--- config.mk ---
export PLATFORM = sky130hd
export DESIGN_NAME = ita_step_sequencer
export DESIGN_NICKNAME = d
export VERILOG_FILES = /design/src/rtl/ita_package.sv /design/src/rtl/ita_step_sequencer_next.sv /design/src/rtl/ita_step_sequencer.sv
export SDC_FILE = /design/constraint.sdc
export NUM_CORES = 1
export LEC_CHECK = 0
export BUFFER_PORTS_ARGS = -buffer_cell sky130_fd_sc_hd__buf_2
export CAP_MARGIN = 5
export CORE_UTILIZATION = 40
export CTS_BUF_LIST = sky130_fd_sc_hd__clkbuf_16
export DETAILED_ROUTE_END_ITERATION = 7
export PLACE_DENSITY = 0.66
export SKIP_LAST_GASP = 1
export SLEW_MARGIN = 20
export SYNTH_ARGS = -nofsm -noshare
export SYNTH_HDL_FRONTEND = slang
export SYNTH_HIERARCHICAL = 1
export SYNTH_SLANG_ARGS = --single-unit
--- constraint.sdc ---
create_clock -name clk_i -period 3.5 [get_ports clk_i]
set_clock_uncertainty 0.1 [all_clocks]
set_input_delay 0.525 -clock clk_i [delete_from_list [all_inputs] [get_ports clk_i]]
set_output_delay 0.525 -clock clk_i [all_outputs]
set_load 0.03 [all_outputs]
--- src/rtl/ita_package.sv ---
// Shared ITA types: datapath step enum, sequencer state enum and sequencer constants.
package ita_package;

   typedef enum logic [3:0] {
      Idle, Q, K, V, QK, AV, OW, F1, F2
   } step_e;

   typedef enum logic [1:0] {
      SeqIdle, SeqIssue, SeqDrain
   } seq_state_e;

   localparam int unsigned StallCntWidth = 32;

endpackage

--- src/rtl/ita_step_sequencer_next.sv ---
// Step successor function: from Idle yields the first step of the selected pass type,
// from the final step of a pass yields Idle with last_o set.
module ita_step_next
   import ita_package::*;
(
   input  step_e step_i,
   input  logic  mode_i,
   output step_e next_o,
   output logic  last_o
);

   always_comb begin
      next_o = Idle;
      last_o = 1'b0;
      case (step_i)
         Idle:    next_o = mode_i ? Q : F1;
         Q:       next_o = K;
         K:       next_o = V;
         V:       next_o = QK;
         QK:      next_o = AV;
         AV:      next_o = OW;
         OW:      last_o = 1'b1;
         F1:      next_o = F2;
         F2:      last_o = 1'b1;
         default: next_o = Idle;
      endcase
   end

endmodule

--- src/rtl/ita_step_sequencer.sv ---
// Walks ITA through an attention or feedforward pass, issuing inner tiles per step.
// Optional handshake stall counter enabled by ITA_STEP_SEQ_STALL_CNT_EN.
module ita_step_sequencer
   import ita_package::*;
#(
   parameter int unsigned CntWidth = 8
) (
   input  logic                     clk_i,
   input  logic                     rst_i,
   input  logic                     start_i,
   input  logic                     mode_i,
   input  logic [CntWidth-1:0]      tiles_i,
   input  logic                     flush_i,
   output logic                     tile_valid_o,
   input  logic                     tile_ready_i,
   output logic [CntWidth-1:0]      tile_idx_o,
   output logic                     first_tile_o,
   output logic                     last_tile_o,
   output step_e                    step_o,
   input  logic                     step_done_i,
   output logic                     busy_o,
   output logic                     done_o,
   output logic [StallCntWidth-1:0] stall_cnt_o
);

   seq_state_e          state_q, state_d;
   step_e               step_q, step_d, step_nxt;
   logic                mode_q, mode_d, mode_sel, step_is_last;
   logic [CntWidth-1:0] tiles_q, tiles_d, idx_q, idx_d;
   logic                done_q, done_d;
   logic                idx_at_last;

   // In Idle the successor of Idle is the first step, chosen by the live mode input.
   assign mode_sel = (state_q == SeqIdle) ? mode_i : mode_q;

   ita_step_next u_step_next (
      .step_i (step_q),
      .mode_i (mode_sel),
      .next_o (step_nxt),
      .last_o (step_is_last)
   );

   assign idx_at_last = (idx_q == tiles_q - CntWidth'(1));

   always_comb begin
      state_d = state_q;
      step_d  = step_q;
      mode_d  = mode_q;
      tiles_d = tiles_q;
      idx_d   = idx_q;
      done_d  = 1'b0;
      if (flush_i) begin
         state_d = SeqIdle;
         step_d  = Idle;
         idx_d   = '0;
      end else begin
         case (state_q)
            SeqIdle: begin
               if (start_i) begin
                  state_d = SeqIssue;
                  mode_d  = mode_i;
                  tiles_d = (tiles_i == '0) ? CntWidth'(1) : tiles_i;
                  idx_d   = '0;
                  step_d  = step_nxt;
               end
            end
            SeqIssue: begin
               if (tile_ready_i) begin
                  if (idx_at_last) state_d = SeqDrain;
                  else             idx_d   = idx_q + CntWidth'(1);
               end
            end
            SeqDrain: begin
               if (step_done_i) begin
                  idx_d = '0;
                  if (step_is_last) begin
                     state_d = SeqIdle;
                     step_d  = Idle;
                     done_d  = 1'b1;
                  end else begin
                     state_d = SeqIssue;
                     step_d  = step_nxt;
                  end
               end
            end
            default: begin
               state_d = SeqIdle;
               step_d  = Idle;
               idx_d   = '0;
            end
         endcase
      end
   end

   always_ff @(posedge clk_i or posedge rst_i) begin
      if (rst_i) begin
         state_q <= SeqIdle;
         step_q  <= Idle;
         mode_q  <= 1'b0;
         tiles_q <= CntWidth'(1);
         idx_q   <= '0;
         done_q  <= 1'b0;
      end else begin
         state_q <= state_d;
         step_q  <= step_d;
         mode_q  <= mode_d;
         tiles_q <= tiles_d;
         idx_q   <= idx_d;
         done_q  <= done_d;
      end
   end

   assign tile_valid_o = (state_q == SeqIssue);
   assign tile_idx_o   = idx_q;
   assign first_tile_o = tile_valid_o && (idx_q == '0);
   assign last_tile_o  = tile_valid_o && idx_at_last;
   assign step_o       = step_q;
   assign busy_o       = (state_q != SeqIdle);
   assign done_o       = done_q;

`ifdef ITA_STEP_SEQ_STALL_CNT_EN
   logic [StallCntWidth-1:0] stall_q;
   logic                     stall_clr;

   assign stall_clr = (state_q == SeqIdle) && start_i && !flush_i;

   always_ff @(posedge clk_i or posedge rst_i) begin
      if (rst_i)                              stall_q <= '0;
      else if (stall_clr)                     stall_q <= '0;
      else if (tile_valid_o && !tile_ready_i) stall_q <= stall_q + StallCntWidth'(1);
   end

   assign stall_cnt_o = stall_q;
`else
   assign stall_cnt_o = '0;
`endif

endmodule

* Word-level counts from Yosys, hierarchy flattened
Index checks and enable logic that the tools add are counted.
** Storage, ports and cells
- Bits in registers :: 24
- Output and inout bits :: 49
- Logic and storage cells :: 65
** Cells by class
- Add/subtract/negate cells :: 2
- Equality and inequality tests :: 17
- Mux-type cells :: 27
- Bitwise gates (word level) :: 1
- Reduce and logical (&&, ||, !) cells :: 12
** Operators by type and width (count)
- $mux W8 :: 6
- $pmux W4 S7 :: 1
- $pmux W8 S3 :: 1
- $eq A4 B3 Y1 const B :: 4
- $logic_not A8 Y1 :: 2
- $mux W4 :: 4
- $pmux W4 S3 :: 1
- $mux W2 :: 5
- $ne A3 B3 Y1 const B :: 3
- $add A8 B1 Y8 const B :: 1
- $eq A4 B2 Y1 const B :: 2
- $eq A8 B8 Y1 :: 1
- $reduce_and A4 Y1 :: 2
- $sub A8 B1 Y8 const B :: 1
- $mux W1 :: 7
- $ne A3 B2 Y1 const B :: 2
- $pmux W2 S3 :: 1
- $reduce_and A3 Y1 :: 2
- $eq A4 B1 Y1 const B :: 1
- $eq A4 B4 Y1 const B :: 1
- $logic_not A4 Y1 :: 1
- $mux W3 :: 1
- $eq A2 B1 Y1 const B :: 1
- $eq A2 B2 Y1 const B :: 1
- other kinds (6) :: 7

* Logic depth before layout (Yosys ltp)
- Word-level depth :: 8
- Gate-level depth with buffers :: 9
- Mapped depth without buffers :: 8

* Hierarchy
Netlist, hierarchy kept.
** Modules (own cells, without submodules)
- ita_step_sequencer :: instances 1, cells each 195, area each 1735.4 um^2
- ita_step_next :: instances 1, cells each 15, area each 81.3 um^2

* Least setup slack after synthesis
Ideal clock, no wire load.
- Kind :: register -> output
- From :: register tiles_q[1]
- To :: output last_tile_o
- Data arrival time :: 2.270 ns
- Slack :: 0.605 ns
- Cell stages (with the launch flop) :: 9
- Path buffers :: 1
- Cell sequence :: dfrtp_1 -> inv_1 -> ha_1 -> or3b_1 -> nor4_1 -> o2111ai_1 -> nor4b_4 -> buf_4 -> and2_1
** On the way
- Word-level cells in the longest chain between the ends :: 3
** Ends and longest elaborated chain
- start: declaration :: line ita_step_sequencer.sv:29 : logic [CntWidth-1:0] tiles_q, tiles_d, idx_q, idx_d;
- start signal: assignment :: line ita_step_sequencer.sv:100 : tiles_q <= CntWidth'(1);
- start signal: assignment :: line ita_step_sequencer.sv:107 : tiles_q <= tiles_d;
- $sub A8 B1 Y8 :: line ita_step_sequencer.sv:43 : assign idx_at_last = (idx_q == tiles_q - CntWidth'(1));
- $eq A8 B8 Y1 :: line ita_step_sequencer.sv:43
- $logic_and A1 B1 Y1 :: line ita_step_sequencer.sv:116 : assign last_tile_o = tile_valid_o && idx_at_last;
- end: declaration :: line ita_step_sequencer.sv:18 : output logic last_tile_o,
No other way between the ends.

* Final worst setup path
Ends and elaborated chain as after synthesis.

==> flow_summary.ini <==
[finish]
final_cell_area_um2 = 1996
n_antenna_cell = 0
final_cell_mix = conb_1, buf_2, dfrtp_1
area_growth_pct = 9.848
drive_gt1_frac = 0.2236
layout_commonest_cell = conb_1
nets = 256
fin_util = 0.4583
fin_cells = 289

[clocking]
numCtsBuffers = 3
cts_resized = 0
clk_latency_ns = 0.26
hold_buffers = 0
post_cts_buffers = 0
cts_buffer_depth = 2
clk_pin_slew_worst_paths_ns = 0.06
cts_tree = yes
htreeDepth = 1
cts.sinks = 24
cts-root-buf = clkbuf_16

[yosys]
synth_cell_types = 46
synth_edf_count = 0
ys_seq_area_frac = 0.3313
netlist_area_um2 = 1817
ys_ff_latch = 24
netlist.area_leader.share = 0.3168
ys_top_cells_by_area = dfrtp_1, buf_4, mux2_2, nand2_1, nor2_1
async_flop_share = 1.000
synth_top_area_cell = dfrtp_1
ys.flop_type = dfrtp_1
syn_area_per_cell_um2 = 8.651
synthCells = 210
ys_warn_count = 6

[route]
first_iter_violations = 51
drtAntennaViolNets = 0
wl_met2_mm = 1.652
top_layer = met4
wl_met1_mm = 1.689
drt-pass1-iter-count = 6
drc = 0
via_count = 1464
via_per_inst = 5.066
met3_length_um = 154
routed_wirelength_mm = 3.553
wl_per_cell_um = 12.29

[floorplan]
ios = 64
core_area_um2 = 4354
die-area_um2 = 4816
die_x_um = 69.40
row_count = 24
start_util = 0.4172
dieHeight_um = 69.40

[critical_path]
r2r_cells = 9
r2r_slack_ns = 0.76
r2r_end = tile_idx_o[3]$_DFFE_PP0P_
slowest_delay_ns = 0.40
arrival_ns = 2.43
critPathSlowestCell = dfrtp_1
critPathMaxFanout = 4
crit_path_end_kind = output port
crit_chain = inv_1 -> ha_1 -> or3b_1 -> nor4_1 -> o2111ai_1 -> nor4b_4 -> and2_1 -> buf_2
path_delay_family = simple AND/OR/NAND/NOR gates
rr_startpoint = tiles_q[1]$_DFFE_PP0P_
path_buf_inv = 2
required_ns = 2.87
crit_type = register to output port
start_kind = register

[place]
place_inst = 285
io_buffer_count = 31
place.gp.congestion = 0.7951
dp_hpwl_mm = 2.686
dpl-instance-area_um2 = 1891
pre_cts_slack_ns = 0.7385

[timing]
rsz0062_at_grt = no
fin_crit_ns = 3.052
worstMarginPinSlew_ns = 0.9268
finalHoldWorstSlack_ns = 0.3564
setup_tns_ns = 0
drv_slew = 0
setup_viol = 0
fin_ws_ns = 0.4483
relSlewSlack = 0.3815
hold_viol = 0
period_share = 0.8719
max_freq_ghz = 0.3277

[power]
p_total_mw = 0.9320
peakVddDrop_mv = 0.2234
power_density_nw_per_um2 = 467.0
p_leak_nw = 0.9433

[grt]
grt_pass1_wl_mm = 6.168
grt_max_degree = 25
track_usage = 0.1580
overflow = 0
antenna_found_initial = 0
grt_pass1_vias = 1280

[run_status]
status = finished, final reports clean

[hold_path]
hold_path.class = input port to async pin

[flow_run]
maxCapViolCount = 0
[cell usage after synthesis, types with 3 or more instances]
cell type  instances
a211oi_1           5
a21oi_1            6
buf_4             33
clkbuf_1           7
dfrtp_1           23
ha_1               3
inv_1             10
mux2_2             9
nand2_1           19
nand2b_1           6
nand3_1            7
nand3b_1           3
nor2_1            14
nor3b_1            3
nor4_1             4
o21ai_0            8
o21ai_1            3
or3_1              3
or4_1              5
xnor2_1            3
xor2_1             5
[registers in the layout, summed over array words and instances, names as in the netlist]
signal / flops
state_q: 2
tiles_q: 8
tile_idx_o: 8
done_o: 1
step_o: 4
mode_q: 1
[area by class of cell]
cell class / instances / area [um2]
fill: 449 / 2359
multi-input combinational: 166 / 1016
sequential: 24 / 601.8
timing repair buffer: 33 / 170.2
clock buffer: 3 / 75.07
tap: 52 / 65.06
inverter: 10 / 37.54
clock inverter: 1 / 30.03
[logic make-up (layout without fill, tap and decap cells)]
family          after synthesis  count (layout)  synth area share
other cells                   1              32          0.002064
fa+ha+maj                     3               3           0.02066
flops                        24              24            0.3313
simple gates                 78              78            0.2431
xor+xnor                      8               8           0.03857
buf+inv                      51              47            0.1736
mux                          10              10           0.06130
compound gates               35              35            0.1295
[how the worst max path moves through the flow]
stage                     cells past startpoint          end                   start  slack, ns
after floorplan                               8  last_tile_o  tiles_q[1]$_DFFE_PP0P_       0.61
after global placement                        8  last_tile_o  tiles_q[1]$_DFFE_PP0P_       0.76
after detailed placement                      8  last_tile_o  tiles_q[1]$_DFFE_PP0P_       0.74
after CTS                                     8  last_tile_o  tiles_q[1]$_DFFE_PP0P_       0.44
after global routing                          8  last_tile_o  tiles_q[1]$_DFFE_PP0P_       0.24
final                                         8  last_tile_o  tiles_q[1]$_DFFE_PP0P_       0.45
[power breakdown]
part	leakage, nW	internal (mW)	switching (mW)
Sequential	0.311	0.309	0.0438
Clock	0.0511	0.228	0.102
Combinational	0.582	0.0915	0.159
[worst register-to-register path, cell delays in order, from the launching register on]
cell       delay (ns)
dfrtp_1          0.40
inv_1            0.08
ha_1             0.21
or3b_1           0.40
o31a_1           0.25
o2111ai_1        0.28
nor4b_4          0.09
buf_4            0.20
or4_1            0.50
a21oi_1          0.15
[metal layers]
metal | up-vias | track usage
met2 | 46 | 0.2373
met4 | 0 | 0.04762
met5 | - | 0
met3 | 7 | 0.03634
met1 | 685 | 0.2260
li1 | 726 | -
(Power assumes the default switching activity.)
